### src/rtl/exe_pkg.sv
// Package: exe_pkg
// Shared encodings and types for the execute stage.
//  - XLEN / IMM_W  : datapath and immediate widths
//  - opCode_t      : major op class carried on eOpCode
//  - HC_*          : sub-op codes, meaning depends on the op class
//  - BR_*          : branch condition codes carried on eBranch
//  - exeState_t    : execute-stage FSM states
//  - memBundle_t   : the registered m* bundle handed to the memory stage
//  - sext()        : immediate sign extension to XLEN
//  - bubble()      : m* bundle value for "no instruction"
package exe_pkg;

    localparam int XLEN  = 32;
    localparam int IMM_W = 20;

    typedef enum logic [1:0] {
        OP_ARITH = 2'b00,
        OP_LOGIC = 2'b01,
        OP_MEM   = 2'b10,
        OP_MUL   = 2'b11
    } opCode_t;

    // OP_ARITH sub-ops
    localparam logic [1:0] HC_ADD   = 2'b00;
    localparam logic [1:0] HC_SUB   = 2'b01;
    localparam logic [1:0] HC_AND   = 2'b10;
    localparam logic [1:0] HC_OR    = 2'b11;
    // OP_LOGIC sub-ops
    localparam logic [1:0] HC_XOR   = 2'b00;
    localparam logic [1:0] HC_SLL   = 2'b01;
    localparam logic [1:0] HC_SRL   = 2'b10;
    localparam logic [1:0] HC_SRA   = 2'b11;
    // OP_MUL sub-ops (2'b10 / 2'b11 are reserved)
    localparam logic [1:0] HC_MUL   = 2'b00;
    localparam logic [1:0] HC_MULHU = 2'b01;

    // Branch conditions; 3'b110 and 3'b111 behave as "none"
    localparam logic [2:0] BR_NONE   = 3'b000;
    localparam logic [2:0] BR_EQ     = 3'b001;
    localparam logic [2:0] BR_NE     = 3'b010;
    localparam logic [2:0] BR_LT     = 3'b011;
    localparam logic [2:0] BR_GE     = 3'b100;
    localparam logic [2:0] BR_ALWAYS = 3'b101;

    typedef enum logic {
        ST_IDLE = 1'b0,
        ST_MUL  = 1'b1
    } exeState_t;

    typedef struct packed {
        logic            nop;
        logic [XLEN-1:0] aluOut;
        logic [XLEN-1:0] stData;
        logic [3:0]      rd;
        logic            rdEnable;
        logic            ldEnable;
        logic            stEnable;
        logic            brTaken;
        logic [XLEN-1:0] brTarget;
    } memBundle_t;

    function automatic logic [XLEN-1:0] sext(input logic [IMM_W-1:0] imm);
        return {{(XLEN-IMM_W){imm[IMM_W-1]}}, imm};
    endfunction

    function automatic memBundle_t bubble();
        memBundle_t b;
        b     = '0;
        b.nop = 1'b1;
        return b;
    endfunction

endpackage

### src/rtl/seq_multiplier.sv
// Module: seq_multiplier
// Unsigned XLEN x XLEN multiplier, one shift-add step per clock.
//  clk    in   1        clock
//  rst    in   1        synchronous reset, active-low; aborts an operation
//  start  in   1        capture a/b and begin (ignored while busy)
//  a      in   XLEN     multiplicand
//  b      in   XLEN     multiplier
//  busy   out  1        operation in progress
//  done   out  1        high in the cycle of the final step
//  prod   out  2*XLEN   product; valid while done is high and is the value
//                       the final step commits, so a consumer can register
//                       it on the same edge that ends the operation
module seq_multiplier
    import exe_pkg::*;
(
    input  logic              clk,
    input  logic              rst,
    input  logic              start,
    input  logic [XLEN-1:0]   a,
    input  logic [XLEN-1:0]   b,
    output logic              busy,
    output logic              done,
    output logic [2*XLEN-1:0] prod
);

    localparam int CNT_W = $clog2(XLEN);

    logic [XLEN-1:0]   mcand;
    logic [2*XLEN-1:0] acc;      // {partial sum, remaining multiplier bits}
    logic [CNT_W-1:0]  count;
    logic [XLEN:0]     stepSum;  // one extra bit keeps the add carry
    logic [2*XLEN-1:0] accNext;

    // NOTE: every variable written in always_comb gets a default first, so no
    // path can leave it unassigned and infer a latch.
    always_comb begin
        stepSum = {1'b0, acc[2*XLEN-1:XLEN]};
        if (acc[0]) begin
            stepSum = stepSum + {1'b0, mcand};
        end
        // Shift the sum (with carry) down into the high half while the
        // consumed multiplier bit drops off the bottom.
        accNext = {stepSum, acc[XLEN-1:1]};
    end

    assign done = busy && (count == CNT_W'(XLEN-1));
    assign prod = accNext;

    // NOTE: state updates use non-blocking assignments so every register
    // samples its inputs from before the edge, independent of statement order.
    always_ff @(posedge clk) begin
        // NOTE: the datapath registers are reset along with the control bits;
        // they are few and it keeps the block free of X after reset.
        if (!rst) begin
            busy  <= 1'b0;
            count <= '0;
            mcand <= '0;
            acc   <= '0;
        end else if (busy) begin
            acc   <= accNext;
            count <= count + 1'b1;
            if (done) begin
                busy <= 1'b0;
            end
        end else if (start) begin
            mcand <= a;
            acc   <= {{XLEN{1'b0}}, b};
            count <= '0;
            busy  <= 1'b1;
        end
    end

endmodule

### src/rtl/execute_stage.sv
// Module: execute_stage
// Execute stage between the decode/execute latch (e* inputs) and the
// execute/memory register (m* outputs). Single-cycle ALU, shift, address and
// branch ops land in the m* register on the next edge; MUL/MULHU run on the
// iterative multiplier and hold ExStall high until the result is registered.
//  clk, rst                      clock; synchronous reset, active-low
//  eNOP                          bubble marker from the latch
//  eOpCode, eHardCode, eBranch   op class, sub-op, branch condition
//  eRd, eRdEnable                destination register and writeback request
//  eLdEnable, eAddrEnable        load / memory-access flags
//  eImmdEnable, eImmd            immediate select and value
//  ePC, eRsData, eRtData         PC, operand A, operand B register value
//  eRdData                       store data
//  ExStall                       multiply busy, stalls the upstream latch
//  mNOP .. mBrTarget             registered results for the memory stage
module execute_stage
    import exe_pkg::*;
(
    input  logic             clk,
    input  logic             rst,
    input  logic             eNOP,
    input  logic [1:0]       eOpCode,
    input  logic [1:0]       eHardCode,
    input  logic [2:0]       eBranch,
    input  logic [3:0]       eRd,
    input  logic             eRdEnable,
    input  logic             eLdEnable,
    input  logic             eAddrEnable,
    input  logic             eImmdEnable,
    input  logic [IMM_W-1:0] eImmd,
    input  logic [XLEN-1:0]  ePC,
    input  logic [XLEN-1:0]  eRsData,
    input  logic [XLEN-1:0]  eRtData,
    input  logic [XLEN-1:0]  eRdData,
    output logic             ExStall,
    output logic             mNOP,
    output logic [XLEN-1:0]  mAluOut,
    output logic [XLEN-1:0]  mStData,
    output logic [3:0]       mRd,
    output logic             mRdEnable,
    output logic             mLdEnable,
    output logic             mStEnable,
    output logic             mBrTaken,
    output logic [XLEN-1:0]  mBrTarget
);

    exeState_t         state, stateNext;
    memBundle_t        mReg, singleResult, mulResult;

    logic [XLEN-1:0]   immExt, opB, aluResult;
    logic [4:0]        shamt;
    logic              brTaken;
    logic              isMulOp, mulStart, mulBusy, mulDone;
    logic [2*XLEN-1:0] mulProd;

    // Multiply bookkeeping captured when the operation starts; the latch
    // contents are not meaningful while the multiply runs.
    logic [1:0]        mulHc;
    logic [3:0]        mulRd;
    logic              mulRdEnable;

    assign immExt  = sext(eImmd);
    assign opB     = eImmdEnable ? immExt : eRtData;
    assign shamt   = opB[4:0];
    assign isMulOp = (eOpCode == OP_MUL) && ((eHardCode == HC_MUL) || (eHardCode == HC_MULHU));

    always_comb begin
        aluResult = '0;
        case (eOpCode)
            OP_ARITH: begin
                case (eHardCode)
                    HC_ADD:  aluResult = eRsData + opB;
                    HC_SUB:  aluResult = eRsData - opB;
                    HC_AND:  aluResult = eRsData & opB;
                    default: aluResult = eRsData | opB;
                endcase
            end
            OP_LOGIC: begin
                case (eHardCode)
                    HC_XOR:  aluResult = eRsData ^ opB;
                    HC_SLL:  aluResult = eRsData << shamt;
                    HC_SRL:  aluResult = eRsData >> shamt;
                    default: aluResult = $signed(eRsData) >>> shamt;
                endcase
            end
            OP_MEM:  aluResult = eRsData + immExt;
            default: aluResult = '0;  // reserved multiply sub-ops
        endcase
    end

    // Branch compare always uses the register operand, never the immediate.
    always_comb begin
        brTaken = 1'b0;
        case (eBranch)
            BR_EQ:     brTaken = (eRsData == eRtData);
            BR_NE:     brTaken = (eRsData != eRtData);
            BR_LT:     brTaken = ($signed(eRsData) <  $signed(eRtData));
            BR_GE:     brTaken = ($signed(eRsData) >= $signed(eRtData));
            BR_ALWAYS: brTaken = 1'b1;
            default:   brTaken = 1'b0;
        endcase
    end

    always_comb begin
        singleResult          = '0;
        singleResult.aluOut   = aluResult;
        singleResult.rd       = eRd;
        singleResult.rdEnable = eRdEnable;
        singleResult.brTaken  = brTaken;
        singleResult.brTarget = ePC + immExt;
        if (eOpCode == OP_MEM) begin
            singleResult.ldEnable = eLdEnable;
            singleResult.stEnable = eAddrEnable & ~eLdEnable;
            singleResult.stData   = eRdData;
        end
    end

    always_comb begin
        mulResult          = '0;
        mulResult.aluOut   = (mulHc == HC_MULHU) ? mulProd[2*XLEN-1:XLEN] : mulProd[XLEN-1:0];
        mulResult.rd       = mulRd;
        mulResult.rdEnable = mulRdEnable;
    end

    assign mulStart = (state == ST_IDLE) && !eNOP && isMulOp;

    seq_multiplier uMul (
        .clk   (clk),
        .rst   (rst),
        .start (mulStart),
        .a     (eRsData),
        .b     (opB),
        .busy  (mulBusy),
        .done  (mulDone),
        .prod  (mulProd)
    );

    always_comb begin
        stateNext = state;
        case (state)
            ST_IDLE: if (mulStart) stateNext = ST_MUL;
            // Leaving on !mulBusy as well guarantees the FSM can never sit in
            // MUL waiting for a multiplier that is not running.
            ST_MUL:  if (mulDone || !mulBusy) stateNext = ST_IDLE;
            default: stateNext = ST_IDLE;
        endcase
    end

    always_ff @(posedge clk) begin
        if (!rst) begin
            state       <= ST_IDLE;
            mReg        <= bubble();
            mulHc       <= '0;
            mulRd       <= '0;
            mulRdEnable <= 1'b0;
        end else begin
            state <= stateNext;
            if (state == ST_MUL) begin
                // m* keeps the bubble loaded at start until the product lands.
                if (mulDone) begin
                    mReg <= mulResult;
                end
            end else if (eNOP) begin
                mReg <= bubble();
            end else if (isMulOp) begin
                mReg        <= bubble();
                mulHc       <= eHardCode;
                mulRd       <= eRd;
                mulRdEnable <= eRdEnable;
            end else begin
                mReg <= singleResult;
            end
        end
    end

    // Decoded from state alone: no combinational path from e* inputs, so the
    // stall cannot form a loop through the upstream latch.
    assign ExStall   = (state == ST_MUL);

    assign mNOP      = mReg.nop;
    assign mAluOut   = mReg.aluOut;
    assign mStData   = mReg.stData;
    assign mRd       = mReg.rd;
    assign mRdEnable = mReg.rdEnable;
    assign mLdEnable = mReg.ldEnable;
    assign mStEnable = mReg.stEnable;
    assign mBrTaken  = mReg.brTaken;
    assign mBrTarget = mReg.brTarget;

endmodule

### config.mk
export PLATFORM = sky130hd
export DESIGN_NAME = execute_stage
export DESIGN_NICKNAME = d
export VERILOG_FILES = /design/src/rtl/exe_pkg.sv /design/src/rtl/seq_multiplier.sv /design/src/rtl/execute_stage.sv
export SDC_FILE = /design/constraint.sdc
export NUM_CORES = 1
export LEC_CHECK = 0
export CAP_MARGIN = 10
export CORE_ASPECT_RATIO = 1.25
export CORE_MARGIN = 2
export CORE_UTILIZATION = 29
export DETAILED_ROUTE_END_ITERATION = 10
export PLACE_DENSITY = 0.54
export RECOVER_POWER = 25
export SLEW_MARGIN = 20
export SYNTH_ARGS = -nofsm -noshare
export SYNTH_HDL_FRONTEND = slang
export SYNTH_HIERARCHICAL = 1
export SYNTH_SLANG_ARGS = --single-unit
### constraint.sdc
create_clock -name clk -period 7.88 [get_ports clk]
set_input_delay 1.576 -clock clk [delete_from_list [all_inputs] [get_ports clk]]
set_output_delay 1.576 -clock clk [all_outputs]
set_load 0.02 [all_outputs]
==> results summary <==
The run finished with clean final reports. The number of placement rows is 118. The data required time of the critical path is between 8 and 9 ns.

The share of async-settable or async-resettable flops after synthesis is 0%. The post-route antenna net violation count is 0. For this block, the initial DRC count from the detailed router was 2076.

The floorplan step set the die height to 327.4 µm. The total half-perimeter wirelength after legalization and detailed placement is around 97000 µm. The remaining design rule violation count came out at 0.

For this run, the top clock speed supported by timing is 0.1544 GHz. The number of cells traversed by the worst hold path is 2. The count of final setup violators came out at 0. The internal reg-to-reg setup slack came out at 3.35 ns.

The number of antenna violations at the first check in global routing is 3. The slowest stage of the critical path belongs to the cell sky130_fd_sc_hd__o21ai_0. The top-area cell type share of the netlist area came out at 17.74%.

The maximum single-stage delay on the critical path is around 0.50 ns. The number of I/O pins is between 200 and 300. No sink is reached through more buffers than the 3 on the longest clock path. The arrival time at the worst endpoint is 6.92 ns. The average footprint of a synthesized cell came out at ~7.4 µm². Summing every instance area after synthesis gives 24260 µm². TritonCTS built the clock tree. Routability-driven placement finished with a final weighted congestion of 1.047. The leakage power is 11.56 nW. The number of CTS-inserted buffers is 26.

The routed wire length came out at about 120000 µm. The number of global-route vias before repair is ~26000. The clock net sink count is 215. The fraction of layout instances using a drive strength above 1 is 6.929%. The worst setup path is launched from an input port.

The number of pins exceeding their max-slew limit in the final report is 0. The antenna diode count came out at 0. In this run the post-CTS setup repair buffer count came out at 0. The worst max-slew margin expressed relative to the limit came out at 14.38%. The final period utilization is just over 80%.

The worst hold endpoint is mBrTaken$_SDFFE_PN0P_. The simple-gate share of the synthesized area came out at 20.26%. The detailed-route via count came out at ~26000. The signal on the critical path passes through buf_2, buf_4, mux2i_2, o21ai_1, or2_1, or3_1, or3_1, o31ai_1, xnor2_1, ha_1, a21o_1, a211oi_1, nand2_1, o21ai_0, o21ai_0, xor2_1, a221oi_1, o31ai_1. The post-detailed-route wirelength per cell came out at 27.67 µm. The number of hold violations in the final report came out at 0. In this run the worst path has a maximum fanout of 31. The power per cell area is around 140 nW/µm². Broken down by cell family, the worst path's largest delay share belongs to compound AO/OA/AOI/OAI gates. The top cell type by total area after synthesis is sky130_fd_sc_hd__dfxtp_1.

The area share of xor/xnor cells in the synthesized design came out at 4.585%. The worst flop-to-flop path startpoint is uMul/mcand[0]$_SDFFE_PN0P_. The unique cell type count in the Yosys netlist is 103.

The worst-case IR drop observed on VDD is 0.1501 mV. The clock latency on the worst-skew pair came out at 0.57 ns. For this configuration, the core starts out at a cell density of 29.29%.

After clock tree synthesis, the flow added hold-fix buffers numbering 0. STA classifies the critical path endpoint as a flop. The max-capacitance violation count is 0. The time the final worst path needs with I/O delays and setup is 6.477 ns. The number of warnings issued by yosys came out at 6.

The routed via count divided by cell count came out at 5.813. The actual slew at the worst max-slew pin came out at 1.280 ns. The aggregate global routing overflow is 0. In the synthesized netlist, the cells that appear most often are sky130_fd_sc_hd__nand2_1 (440), sky130_fd_sc_hd__o21ai_0 (264), sky130_fd_sc_hd__a21oi_1 (250).

By area the synthesized netlist is led by sky130_fd_sc_hd__dfxtp_1 (18%), sky130_fd_sc_hd__ha_1 (12%), sky130_fd_sc_hd__nand2_1 (6.8%). The die extent in x came out at 262.7 µm. The net count of the finished layout came out at 3812. The endpoint identified for the worst register-to-register timing path is mAluOut[23]$_SDFFE_PN0P_.

Power comes to approximately 0.0041 W. The register clock-pin slew on the reported worst setup and hold paths came out at 0.06 ns. The number of instances resized during post-cts repair is 0. After synthesis, flip-flops and latches occupy ~18% of the total area.

The final total negative setup slack is 0 ns. The clock root buffer master is sky130_fd_sc_hd__clkbuf_16. By instance count, the leading cell after synthesis is sky130_fd_sc_hd__nand2_1. The min-delay analysis places its worst path in the category reg -> reg. The startpoint identified for the worst hold timing path is mBrTaken$_SDFFE_PN0P_.

Setup repair after global routing left no endpoint under its margin. The portion of synthesized area spent on multiplexers is 10.56%. The instance count of the mapped netlist came out at 3265. Synthesis produced a netlist with a net count of 3661. The post-synthesis adder-cell area fraction came out at a little under an eighth. The first global-routing pass estimated 178500 µm of wire. Counting flops with a built-in enable in the synthesized netlist gives 0. Entering global routing, the biggest net connects 97 pins. Counting cells, the worst reg-to-reg path comes to 19. The floorplan die area came out at 86000 µm². The area added between synthesis and finish is 18.76%.

The critical path class is in -> reg. For this run, the leading register cell type out of synthesis is sky130_fd_sc_hd__dfxtp_1. Counting both buffers and inverters, the worst setup path holds a total of 2.

By area, the combinational part of the netlist is dominated by compound AO/OA/AOI/OAI gates. The area of the core is 82830 µm². The number of detailed-route iterations in the first pass came out at 7. The H-tree depth came out at 1. The cell count along the critical path came out at 18. Input and output buffers added on the ports amount to 271. The flip-flop and latch count after synthesis is 215. The area fraction in compound gates after synthesis is 28.21%. The worst clock skew came out at approximately 0.011 ns.

The global router's overall resource usage came out at 27.90%.
## final cells by class
| type | count | area (µm²) |
|---|---|---|
| Tap cell | 1080 | 1351 |
| Timing Repair Buffer | 356 | 3341 |
| Inverter | 147 | 554.3 |
| Multi-Input combinational cell | 2670 | 18410 |
| Fill cell | 8843 | 54020 |
| Sequential cell | 215 | 4309 |
| Clock inverter | 6 | 78.83 |
| Clock buffer | 41 | 767.0 |
## sequential cells by signal, indices dropped and copies added, names as in the netlist
register,flops
mAluOut,32
mulRdEnable,1
mBrTarget,32
uMul/mcand,32
mStData,32
mulRd,4
uMul/count,5
uMul/acc,64
mRdEnable,1
mNOP,1
mLdEnable,1
mulHc,2
mBrTaken,1
mRd,4
mStEnable,1
ExStall,1
uMul/busy,1
## worst max path at each step
| stage | to | start |
|---|---|---|
| 5_1_grt | mAluOut[27]$_SDFFE_PN0P_ | eImmdEnable |
| 4_1_cts | mAluOut[27]$_SDFFE_PN0P_ | eImmdEnable |
| 6_report | mAluOut[27]$_SDFFE_PN0P_ | eImmdEnable |
| 3_3_place_gp | mAluOut[27]$_SDFFE_PN0P_ | eImmdEnable |
| 2_1_floorplan | mAluOut[27]$_SDFFE_PN0P_ | eImmdEnable |
| 3_5_place_dp | mAluOut[27]$_SDFFE_PN0P_ | eImmdEnable |
## worst reg2reg max path, cell delays in order (launching register included)
cell	delay (ns)
sky130_fd_sc_hd__dfxtp_1	0.32
sky130_fd_sc_hd__ha_1	0.23
sky130_fd_sc_hd__fa_1	0.43
sky130_fd_sc_hd__a21oi_1	0.23
sky130_fd_sc_hd__o211ai_1	0.19
sky130_fd_sc_hd__a31oi_1	0.37
sky130_fd_sc_hd__o32ai_1	0.21
sky130_fd_sc_hd__a2bb2oi_1	0.38
sky130_fd_sc_hd__a21oi_1	0.18
sky130_fd_sc_hd__xnor2_1	0.16
sky130_fd_sc_hd__and2_1	0.16
sky130_fd_sc_hd__nor2_1	0.06
sky130_fd_sc_hd__nor2_1	0.11
sky130_fd_sc_hd__nor2_1	0.05
sky130_fd_sc_hd__o21ai_0	0.34
sky130_fd_sc_hd__o21ai_0	0.23
sky130_fd_sc_hd__a21oi_1	0.15
sky130_fd_sc_hd__o21ai_0	0.21
sky130_fd_sc_hd__a221oi_1	0.32
sky130_fd_sc_hd__a211oi_1	0.08
## stage by stage
stage                     hold WS [ns]  cell area, µm²  cells  utilization [%]  setup WS (ns)
final                           0.4443           28810   4515            34.78          1.403
after global routing            0.4796           28810   4515            34.78          1.199
after detailed placement        0.4358           27960   4468            33.76         0.8883
after global placement          0.4365           27960   4468            33.76         0.9259
after floorplan                 0.4400           24260   3265                -          1.436
after CTS                       0.4521           28810   4515            34.78          1.510
## placed cells by master (no fill, tap or decap), drive strengths merged, types with 80 or more instances in the layout
cell	count
nor2	194
dfxtp	215
clkdlybuf4s50	186
a21oi	253
nand2	440
o21ai	270
xnor2	88
mux2i	150
inv	146
buf	90
ha	226
nor2b	95
dlygate4sd3	80
## per-layer routing
metal	share of wire (%)	up-vias	GRT usage, %
li1	-	12184	-
met1	39	12537	33.08
met2	46	1178	47.24
met3	6.3	347	3.510
met4	7.8	0	18.82
met5	0	-	0
## where the power goes
| group | leakage [nW] | switching, W | total [W] | internal [W] |
|---|---|---|---|---|
| Clock | 0.409 | 0.000521 | 0.00122 | 0.000702 |
| Combinational | 9.40 | 0.00113 | 0.00176 | 0.000629 |
| Sequential | 1.75 | 0.0000327 | 0.00116 | 0.00113 |
| Total | 11.6 | 0.00169 | 0.00414 | 0.00246 |
## cells by family after synthesis
kind of cell,after synthesis
buffers and inverters,380
DFF,215
muxes,206
AOI/OAI and AO/OA,1059
xor gates and xnor gates,127
adders and majority gates,230
and+or+nand+nor,1048
No activity file was read; power rests on OpenSTA's default activity.
